`src/rtl/mfm_flux_writer.sv`:
```
// rtl/mfm_flux_writer.sv - MFM flux-transition writer driven by S/M/L interval symbols
module mfm_flux_writer #(
    parameter int clkspd = 65000000
) (
    input  logic       i_Clk,
    input  logic       i_Rst_n,
    input  logic       i_Enable,
    input  logic       i_Valid,
    input  logic [1:0] i_Sym,
    output logic       o_Ready,
    output logic       o_Flux,
    output logic       o_Busy,
    output logic       o_Underrun,
    output logic       o_Error
);

    // Interval and pulse lengths in i_Clk cycles; integer math gives the floor.
    localparam longint CLK_L = longint'(clkspd);
    localparam int T_S  = int'((CLK_L * 2) / 1000000);
    localparam int T_M  = int'((CLK_L * 3) / 1000000);
    localparam int T_L  = int'((CLK_L * 4) / 1000000);
    localparam int T_PW = int'((CLK_L * 15) / 100000000);

    localparam int CW = $clog2(T_L + 1);
    localparam int PW = $clog2(T_PW + 1);

    localparam logic [CW-1:0] LAST_S = CW'(T_S - 1);
    localparam logic [CW-1:0] LAST_M = CW'(T_M - 1);
    localparam logic [CW-1:0] LAST_L = CW'(T_L - 1);
    localparam logic [PW-1:0] PULSE_LEN = PW'(T_PW);

    localparam logic [1:0] SYM_S   = 2'b00;
    localparam logic [1:0] SYM_M   = 2'b01;
    localparam logic [1:0] SYM_BAD = 2'b11;

    typedef enum logic {
        IDLE = 1'b0,
        RUN  = 1'b1
    } state_t;

    state_t          state, state_n;
    logic [CW-1:0]   cnt, cnt_n;
    logic [1:0]      cur_sym, cur_sym_n;
    logic            hold_valid, hold_valid_n;
    logic [1:0]      hold_sym, hold_sym_n;
    logic [PW-1:0]   pulse_cnt, pulse_cnt_n;
    logic            flux_n, busy_n, underrun_n, error_n;
    logic            pulse_start;
    logic            xfer, sym_ok, at_end;

    // Final count value of the interval for a given symbol.
    function automatic logic [CW-1:0] last_count(input logic [1:0] sym);
        case (sym)
            SYM_S:   last_count = LAST_S;
            SYM_M:   last_count = LAST_M;
            default: last_count = LAST_L;
        endcase
    endfunction

    assign o_Ready = i_Enable && !hold_valid;
    assign xfer    = i_Valid && o_Ready;
    assign sym_ok  = xfer && (i_Sym != SYM_BAD);
    assign at_end  = (cnt == last_count(cur_sym));

    // Next-state: interval scheduling, hold register and pulse counter.
    always_comb begin
        state_n      = state;
        cnt_n        = cnt;
        cur_sym_n    = cur_sym;
        hold_valid_n = hold_valid;
        hold_sym_n   = hold_sym;
        pulse_start  = 1'b0;
        underrun_n   = 1'b0;
        error_n      = xfer && (i_Sym == SYM_BAD);

        if (!i_Enable) begin
            state_n      = IDLE;
            cnt_n        = '0;
            hold_valid_n = 1'b0;
            error_n      = 1'b0;
        end else begin
            case (state)
                IDLE: begin
                    if (sym_ok) begin
                        state_n   = RUN;
                        cnt_n     = '0;
                        cur_sym_n = i_Sym;
                    end
                end
                RUN: begin
                    if (at_end) begin
                        pulse_start = 1'b1;
                        cnt_n       = '0;
                        if (hold_valid) begin
                            cur_sym_n    = hold_sym;
                            hold_valid_n = 1'b0;
                        end else if (sym_ok) begin
                            // Symbol arriving exactly at the boundary chains directly.
                            cur_sym_n = i_Sym;
                        end else begin
                            state_n    = IDLE;
                            underrun_n = 1'b1;
                        end
                    end else begin
                        cnt_n = cnt + CW'(1);
                        if (sym_ok) begin
                            hold_valid_n = 1'b1;
                            hold_sym_n   = i_Sym;
                        end
                    end
                end
            endcase
        end

        if (!i_Enable) begin
            pulse_cnt_n = '0;
        end else if (pulse_start) begin
            pulse_cnt_n = PULSE_LEN;
        end else if (pulse_cnt != '0) begin
            pulse_cnt_n = pulse_cnt - PW'(1);
        end else begin
            pulse_cnt_n = pulse_cnt;
        end

        flux_n = (pulse_cnt_n != '0);
        busy_n = (state_n == RUN) || (pulse_cnt_n != '0);
    end

    // State, counters and registered outputs.
    always_ff @(posedge i_Clk or negedge i_Rst_n) begin
        if (!i_Rst_n) begin
            state      <= IDLE;
            cnt        <= '0;
            cur_sym    <= SYM_S;
            hold_valid <= 1'b0;
            hold_sym   <= SYM_S;
            pulse_cnt  <= '0;
            o_Flux     <= 1'b0;
            o_Busy     <= 1'b0;
            o_Underrun <= 1'b0;
            o_Error    <= 1'b0;
        end else begin
            state      <= state_n;
            cnt        <= cnt_n;
            cur_sym    <= cur_sym_n;
            hold_valid <= hold_valid_n;
            hold_sym   <= hold_sym_n;
            pulse_cnt  <= pulse_cnt_n;
            o_Flux     <= flux_n;
            o_Busy     <= busy_n;
            o_Underrun <= underrun_n;
            o_Error    <= error_n;
        end
    end

endmodule

```
`config.mk`:
```
export PLATFORM = sky130hd
export DESIGN_NAME = mfm_flux_writer
export DESIGN_NICKNAME = d
export VERILOG_FILES = /design/src/rtl/mfm_flux_writer.sv
export SDC_FILE = /design/constraint.sdc
export NUM_CORES = 1
export LEC_CHECK = 0
export ABC_CLOCK_PERIOD_IN_PS = 2730
export CAP_MARGIN = 20
export CORE_MARGIN = 3
export CORE_UTILIZATION = 59
export CTS_CLUSTER_DIAMETER = 80
export DETAILED_ROUTE_END_ITERATION = 12
export PLACE_DENSITY = 0.82
export SETUP_SLACK_MARGIN = 0.5
export SYNTH_ARGS = -nofsm -noshare
export SYNTH_HDL_FRONTEND = slang
export SYNTH_SLANG_ARGS = --single-unit
```
`constraint.sdc`:
```
create_clock -name i_Clk -period 2.73 [get_ports i_Clk]
set_input_delay 0.546 -clock i_Clk [delete_from_list [all_inputs] [get_ports i_Clk]]
set_output_delay 0.546 -clock i_Clk [all_outputs]
set_load 0.02 [all_outputs]
```
Word-level counts from Yosys, hierarchy flattened
Index checks and enable logic that the tools add are counted.

word-level totals
  bits in registers = 23
  input bits = 6
  output and inout port bits = 5

operators by class
  $add $sub $neg = 2
  equality and inequality tests = 8
  multiplexer cells = 30
  bitwise gates (word level) = 2
  reductions and logical operators = 12

operator list
  operator                                           count
  one-hot mux 9 bit (2 select lines)                 2
  2-to-1 mux 9 bit                                   3
  2-to-1 mux 1 bit                                   17
  2-to-1 mux 4 bit                                   3
  adder 9 x 1 -> 9 bit (second input constant)       1
  == test 9 bit                                      1
  nonzero test 4 bit                                 2
  2-to-1 mux 2 bit                                   3
  logical AND 1 bit                                  4
  != test 2 x 1 -> 1 bit (second input constant)     2
  one-hot mux 2 bit (2 select lines)                 1
  AND reduction 2 bit                                2
  AND reduction 4 bit                                1
  subtractor 4 x 1 -> 4 bit (second input constant)  1
  != test 3 x 1 -> 1 bit (second input constant)     1
  != test 3 bit (second input constant)              1
  == test 2 x 1 -> 1 bit (second input constant)     1
  == test 2 bit (second input constant)              1
  zero test 2 bit                                    1
  != test 2 bit (second input constant)              1
  inverter 1 bit                                     2
  one-hot mux 1 bit (2 select lines)                 1
  zero test 1 bit                                    1
  logical OR 1 bit                                   1

Depth between registers and ports, before layout
Gate-level depths: netlist of the first run.

  depth after elaboration = 10
  depth in mapped cells = 7
  mapped depth without buffers = 7

Worst setup path after synthesis of the first run
Ideal clock, no wire load.

  path type = reg2reg
  start point = register cnt[7]
  end point = register o_Busy
  library setup time = 0.145 ns
  arrival time = 1.724 ns
  data required time = 2.585 ns
  setup slack = 0.861 ns
  cell stages (with the launch flop) = 6
  clock period less this slack = 1.869 ns
  path through = dfrtp_1 -> o32a_1 -> or3_1 -> buf_6 -> o311ai_1 -> o2111ai_1

between the ends
  word-level cells in the longest chain between the ends = 8

RTL lines
  element                 line  source
  start, declared         42    logic [CW-1:0] cnt, cnt_n;
  start signal, assigned  144   cnt <= cnt_n;
  == test 9 bit (*)       63    assign at_end = (cnt == last_count(cur_sym));
  2-to-1 mux 1 bit        91    if (at_end) begin
  2-to-1 mux 1 bit        82    case (state)
  2-to-1 mux 1 bit        76    if (!i_Enable) begin
  2-to-1 mux 4 bit        117   end else if (pulse_start) begin
  2-to-1 mux 4 bit        115   if (!i_Enable) begin
  nonzero test 4 bit      126   busy_n = (state_n == RUN) || (pulse_cnt_n != '0);
  logical OR 1 bit (*)    126
  net busy_n              47    logic flux_n, busy_n, underrun_n, error_n;
  end signal, assigned    150   o_Busy <= busy_n;
  end, declared           12    output logic o_Busy,

Mark *: on every way through the listed nets, which the timed path passes. The rest lies on a longest branch.
A chain may end at the register's enable or synchronous reset.

Worst setup path in the final report of the first run
  start point = input i_Enable
  end point = output o_Ready

between the ends
  word-level cells in the longest chain between the ends = 1

RTL lines
  element            line  source
  start, declared    7     input logic i_Enable,
  logical AND 1 bit  60    assign o_Ready = i_Enable && !hold_valid;
  end, declared      10    output logic o_Ready,

Every way passes these cells.

==> impl_metrics.env, run 1 <==
export IMPL_critPathRequiredTime_ns=2.18
export IMPL_ant_nets=0
export IMPL_grt_pass1_vias=933
export IMPL_diodes=0
export IMPL_cellPowerDensity_nw_per_um2=663.4
export IMPL_path_clk_slew_ns=0.13
export IMPL_avgRoutedWirePerCell_um=13.50
export IMPL_clock_fmax_ghz=0.4642
export IMPL_cts_root_buf="clkbuf_4"
export IMPL_cp_start_kind="input port"
export IMPL_clk_path_buf_depth=2
export IMPL_drv_cap=0
export IMPL_antenna_found_initial=0
export IMPL_relSlewSlack_pct=59.30
export IMPL_status="finished clean"
export IMPL_gp_congestion=0.8361
export IMPL_fin_setup_tns_ns=0
export IMPL_worstHoldPathType="flip-flop to flip-flop"
export IMPL_numPortBuffers=10
export IMPL_wirelength_mm=2.200
export IMPL_hold_violations=0
export IMPL_cts_buffers=3
export IMPL_switching_share_pct=32.88
export IMPL_pwr_share_comb_pct=35.0
export IMPL_slew_violations=0
export IMPL_synth_area_um2=1180
export IMPL_drc=0
export IMPL_synth_fp_nets=129
export IMPL_synth_warnings=0
export IMPL_syn_avg_cell_area_um2=9.751
export IMPL_core_area_um2=1802
export IMPL_clock_sinks=23
export IMPL_p_switching_w=0.0002986
export IMPL_drtIter0Drc=33
export IMPL_power_frac_seq_pct=47.9
export IMPL_fin_cells=163
export IMPL_tightest_slew_ns=0.6094
export IMPL_p_int_w=0.0006095
export IMPL_setup_viol=0
export IMPL_initial_core_util_pct=65.49
export IMPL_finalCriticalPeriod_ns=2.154
export IMPL_io_pins=11
export IMPL_gr_total_overflow=0
export IMPL_p_leak_nw=0.5868
export IMPL_placed_cells=159
export IMPL_dieArea_um2=2573
export IMPL_synth_ff_latch_count=23
export IMPL_path_max_fanout=4
export IMPL_crit_arrival_ns=1.61
export IMPL_vdd_drop_max_mv=0.3977
export IMPL_clk_latency_ns=0.31
export IMPL_grt_pass1_wl_mm=4.133
export IMPL_tritoncts="yes"
export IMPL_final_nets=147
export IMPL_die_h_um=50.72
export IMPL_ctsHoldBuffers=0
export IMPL_fin_crit_sh_pct=78.91
export IMPL_drive_gt1_share_pct=13.77
export IMPL_rsz0062_at_grt="yes"
export IMPL_seq_area_frac_synth_pct=48.78
export IMPL_num_rows=15
export IMPL_finClkSkew_ns=0.004192
export IMPL_grt_max_degree=24
export IMPL_cp_end_kind="output pin"
export IMPL_vias=964
export IMPL_critPathKind="input port to output pin"
export IMPL_max_stage_delay_ns=0.48
export IMPL_clkPwrFrac_pct=17.1
export IMPL_cp_slowest_cell="clkdlybuf4s50_1"
export IMPL_synth_cell_types=39
export IMPL_syn_to_final_growth_pct=16.01
export IMPL_crit_chain="clkdlybuf4s50_1, inv_1, nor2_1, clkdlybuf4s15_1"
export IMPL_die_x_um=50.72
export IMPL_cts_max_level=1
export IMPL_grt_total_usage_pct=21.19
export IMPL_drt_first_pass_iters=5
export IMPL_vias_per_cell=5.914
export IMPL_dp_hpwl_mm=1.599
export IMPL_synthCells=121
export IMPL_power_total_w=0.0009081
==> layer usage <==
layer	vias up	part of all wire [%]	global-route usage, %	routed length (µm)
met5	-	0	0	0
met4	0	1.1	7.623	25
met3	4	3.9	4.451	85
met2	23	49	34.78	1075
met1	462	46	27.55	1013
li1	475	-	-	-
==> worst max-delay path, delay by kind of cell <==
kind	cells	cell delay [ns]
buffers and inverters	3	0.87
and+or+nand+nor	1	0.19
==> final timing paths <==
| kind | from | cells past startpoint | end | slack, ns |
|---|---|---|---|---|
| worst max register to register | cnt[0]$_DFFE_PN0P_ | 5 | o_Busy$_DFF_PN0_ | 0.65 |
| worst min-delay path | hold_sym[0]$_DFFE_PN0P_ | 1 | hold_sym[0]$_DFFE_PN0P_ | 0.52 |
| max in group asynchronous | i_Rst_n | 2 | cnt[1]$_DFFE_PN0P_ | 1.94 |
| worst min register to register | hold_sym[0]$_DFFE_PN0P_ | 1 | hold_sym[0]$_DFFE_PN0P_ | 0.52 |
| worst max-delay path | i_Enable | 4 | o_Ready | 0.58 |
| min in group asynchronous | i_Rst_n | 2 | hold_valid$_DFFE_PN0P_ | 0.58 |
==> power groups by stage <==
stage	logic [W]	registers, W	clock network, W
2_1_floorplan	0.000214	0.000452	0
3_3_place_gp	0.000310	0.000441	0
3_5_place_dp	0.000316	0.000442	0
4_1_cts	0.000317	0.000435	0.000156
5_1_grt	0.000356	0.000446	0.000172
6_report	0.000318	0.000435	0.000155
==> stage by stage <==
stage / cell area (µm²) / setup WS (ns) / util (%) / hold slack (ns)
global placement: 1334 / 0.2810 / 74.03 / 0.4949
global route: 1369 / 0.4774 / 75.97 / 0.5546
detailed placement: 1334 / 0.2633 / 74.03 / 0.4987
floorplan: 1180 / 0.8608 / - / 0.2504
finish: 1369 / 0.5757 / 75.97 / 0.5241
CTS: 1360 / 0.5537 / 75.49 / 0.5278
==> cells by family after synthesis <==
group	share of synthesized area (%)
AND/OR/NAND/NOR	17.71
AO/OA/AOI/OAI	21.63
flip-flops	48.78
buffers and inverters	4.135
XOR/XNOR	3.711
multiplexers	1.909
adder cells (fa/ha/maj)	2.121
==> repair_timing <==
action,in CTS,in global routing
gates cloned,0,0
setup buffers,0,0
endpoints found under the setup margin,1,2
resized for setup,1,2
==> layout make-up <==
cell class | count | area [µm²]
clock buffer | 3 | 22.52
clock inverter | 1 | 5.005
fill | 135 | 432.9
inverter | 9 | 33.78
multi-input combinational | 87 | 563.0
sequential | 23 | 575.6
tap | 25 | 31.28
timing repair buffer | 15 | 137.6
==> cell usage in the layout, fill, tap and decap left out, types with 2 or more instances in the layout <==
cell type | synthesis | final
a21oi_1 | 6 | 6
a2bb2oi_1 | 2 | 2
a31oi_1 | 4 | 4
buf_4 | 0 | 5
clkbuf_4 | 0 | 3
clkdlybuf4s50_1 | 0 | 9
dfrtp_1 | 23 | 23
ha_1 | 2 | 2
inv_1 | 9 | 9
mux2_2 | 2 | 2
nand2_1 | 20 | 20
nand2b_1 | 2 | 2
nand3_1 | 2 | 2
nor2_1 | 6 | 6
nor3_1 | 4 | 4
nor4_1 | 3 | 3
o21ai_0 | 5 | 5
o32ai_1 | 2 | 2
or3_1 | 2 | 2
xnor2_1 | 5 | 5
==> sequential cells by signal, summed over array words and instances (netlist names) <==
name and flops:
o_Underrun 1, o_Flux 1, state 1, hold_valid 1, pulse_cnt 4, cnt 9
hold_sym 2, o_Busy 1, cur_sym 2, o_Error 1
==> synthesized netlist by cell type <==
master	count	area (µm²)
a211oi_1	1	7.510
a211oi_2	1	12.51
a21boi_1	1	7.510
a21o_1	1	7.510
a21oi_1	6	30.03
a221oi_2	1	15.01
a2bb2oi_1	2	17.52
a31o_2	1	8.760
a31oi_1	4	25.02
a32o_1	1	10.01
and3_2	1	7.510
and4_1	1	8.760
buf_6	1	11.26
clkbuf_1	1	3.750
dfrtp_1	23	575.6
ha_1	2	25.02
inv_1	9	33.78
mux2_2	2	22.52
nand2_1	20	75.07
nand2b_1	2	12.51
nand3_1	2	10.01
nand3b_1	1	7.510
nor2_1	6	22.52
nor3_1	4	20.02
nor3b_1	1	7.510
nor4_1	3	18.77
o2111ai_1	1	8.760
o211ai_1	1	7.510
o21ai_0	5	25.02
o21ai_1	1	5.000
o22a_2	1	10.01
o2bb2ai_1	1	8.760
o311ai_1	1	8.760
o31ai_2	1	12.51
o32a_1	1	10.01
o32ai_1	2	17.52
or2_2	1	6.260
or3_1	2	12.51
xnor2_1	5	43.79
Power figures use the tool's default switching activity.
==> inputs of run 2 (changes only) <==
- ABC_CLOCK_PERIOD_IN_PS: 2730 -> 2000
- CORE_UTILIZATION: 59 -> 55
- PLACE_DENSITY: 0.82 -> 0.77
- clock period: 2.73 -> 2 ns (I/O delays scaled with it)
==> run 2 against run 1 <==
Compared with the run above:
- clock skew fell by 0.00084 ns
- sequential power rose by 37%
- clock power rose by 40%
- wire length rose by 34%
- global-route usage rose by 2.9 points
- total power rose by 45%
- cell area rose by 20%
- combinational power rose by 58%
- register-to-register slack got worse by 0.53 ns
- sequential share of layout area fell by 6.9 points
- highest routed layer unchanged
==> impl_metrics.env, run 2 (synthesized netlist as in run 1, its figures left out) <==
export IMPL_status="finished clean"
export IMPL_antenna_found_initial=0
export IMPL_clk_latency_ns=0.31
export IMPL_diodes=0
export IMPL_grt_pass1_vias=1091
export IMPL_cp_end_kind="flip-flop"
export IMPL_gp_congestion=0.8287
export IMPL_critPathRequiredTime_ns=2.24
export IMPL_grt_total_usage_pct=24.09
export IMPL_relSlewSlack_pct=70.23
export IMPL_initial_core_util_pct=58.94
export IMPL_vdd_drop_max_mv=0.6119
export IMPL_cts_root_buf="clkbuf_4"
export IMPL_r2r_slack_ns=0.12
export IMPL_slew_violations=0
export IMPL_fin_crit_sh_pct=94.05
export IMPL_drv_cap=0
export IMPL_drive_gt1_share_pct=32.91
export IMPL_grt_pass1_wl_mm=4.850
export IMPL_layout_commonest_cell="dfrtp_1"
export IMPL_cts_buffers=3
export IMPL_clock_fmax_ghz=0.5316
export IMPL_die_x_um=52.32
export IMPL_top_register="cnt"
export IMPL_io_pins=11
export IMPL_dp_hpwl_mm=1.989
export IMPL_place_ws_ns=-0.07162
export IMPL_drtIter0Drc=35
export IMPL_avgRoutedWirePerCell_um=15.92
export IMPL_final_core_util_pct=81.88
export IMPL_final_nets=167
export IMPL_reg_top3="cnt x9, pulse_cnt x4"
export IMPL_setup_ws_ns=0.1190
export IMPL_clk_path_buf_depth=2
export IMPL_wirelength_mm=2.945
export IMPL_vias_per_cell=5.811
export IMPL_num_rows=16
export IMPL_ant_nets=0
export IMPL_dieArea_um2=2737
export IMPL_grt_max_degree=24
export IMPL_cts_max_level=1
export IMPL_p_switching_w=0.0004551
export IMPL_path_clk_slew_ns=0.13
export IMPL_clkPwrFrac_pct=16.5
export IMPL_syn_to_final_growth_pct=38.92
export IMPL_p_int_w=0.0008621
export IMPL_setup_viol=0
export IMPL_tritoncts="yes"
export IMPL_core_area_um2=2002
export IMPL_drc=0
export IMPL_numPortBuffers=10
export IMPL_path_max_fanout=7
export IMPL_critPathKind="flip-flop to flip-flop"
export IMPL_finClkSkew_ns=0.003357
export IMPL_switching_share_pct=34.55
export IMPL_vias=1075
export IMPL_crit_arrival_ns=2.12
export IMPL_cellPowerDensity_nw_per_um2=803.6
export IMPL_worstHoldPathType="input port to async pin"
export IMPL_drt_first_pass_iters=4
export IMPL_tightest_slew_ns=0.4457
export IMPL_cp_start_kind="flip-flop"
export IMPL_finalCriticalPeriod_ns=1.881
export IMPL_power_frac_seq_pct=45.3
export IMPL_gr_total_overflow=0
export IMPL_hold_violations=0
export IMPL_p_leak_nw=0.7436
export IMPL_largest_reg_flops=9
export IMPL_rsz0062_at_grt="yes"
export IMPL_die_h_um=52.32
export IMPL_layout_common_cells="dfrtp_1, buf_4, nand2_1, inv_1, a21oi_1"
export IMPL_clock_sinks=23
export IMPL_pwr_share_comb_pct=38.2
-- run 2: per-layer routing --
metal	part of all wire, %	GRT usage, %
met1	45	31.80
met2	50	39.67
met3	3.0	2.849
met4	1.9	10.21
met5	0	0
-- run 2: worst paths after layout --
path / start / cells after the start / to
setup / recovery: cnt[5]$_DFFE_PN0P_ / 5 / cur_sym[0]$_DFFE_PN0P_
hold / removal: i_Rst_n / 2 / cnt[5]$_DFFE_PN0P_
setup reg to reg: cnt[5]$_DFFE_PN0P_ / 5 / cur_sym[0]$_DFFE_PN0P_
hold reg to reg: hold_sym[1]$_DFFE_PN0P_ / 1 / hold_sym[1]$_DFFE_PN0P_
max in group asynchronous: i_Rst_n / 2 / hold_sym[0]$_DFFE_PN0P_
min in group i_Clk: i_Enable / 4 / state$_DFF_PN0_
-- run 2: cell type report --
class | count | area, µm²
inverter | 9 | 33.78
timing repair buffer | 35 | 297.8
sequential | 23 | 575.6
fill | 122 | 362.8
clock buffer | 4 | 26.28
multi-input combinational | 87 | 671.9
tap | 27 | 33.78
-- run 2: timing repair --
item                       in CTS  in global routing
resized for setup              12                 22
setup endpoints to repair      26                 23
pin swaps                       3                  3
hold buffers                    0                  0
buffers inserted                4                  3
-- run 2: power groups by stage --
stage / clock, W / sequential (W) / combinational (W)
2_1_floorplan: 0 / 0.000617 / 0.000299
3_5_place_dp: 0 / 0.000603 / 0.000465
3_3_place_gp: 0 / 0.000598 / 0.000446
6_report: 0.000217 / 0.000597 / 0.000503
4_1_cts: 0.000217 / 0.000593 / 0.000466
5_1_grt: 0.000237 / 0.000609 / 0.000553
-- run 2: critical path, cell delays in order, from the launching register on --
cell,delay [ns]
dfrtp_1,0.43
nor4_4,0.31
nand2_1,0.11
or3_4,0.46
a221oi_4,0.33
a2bb2oi_1,0.18
-- run 2: stage by stage --
stage                     cell area [µm²]  total power [W]  setup TNS, ns  std cells  hold WS (ns)
final                                1639         0.001317              0        185        0.4269
after global routing                 1639         0.001399      -0.002332        185        0.4524
after CTS                            1554         0.001276              0        182        0.4398
after detailed placement             1466         0.001069       -0.07162        174        0.4975
after global placement               1466         0.001044       -0.06750        174        0.4922
after floorplan                      1212        0.0009160              0        121        0.1044
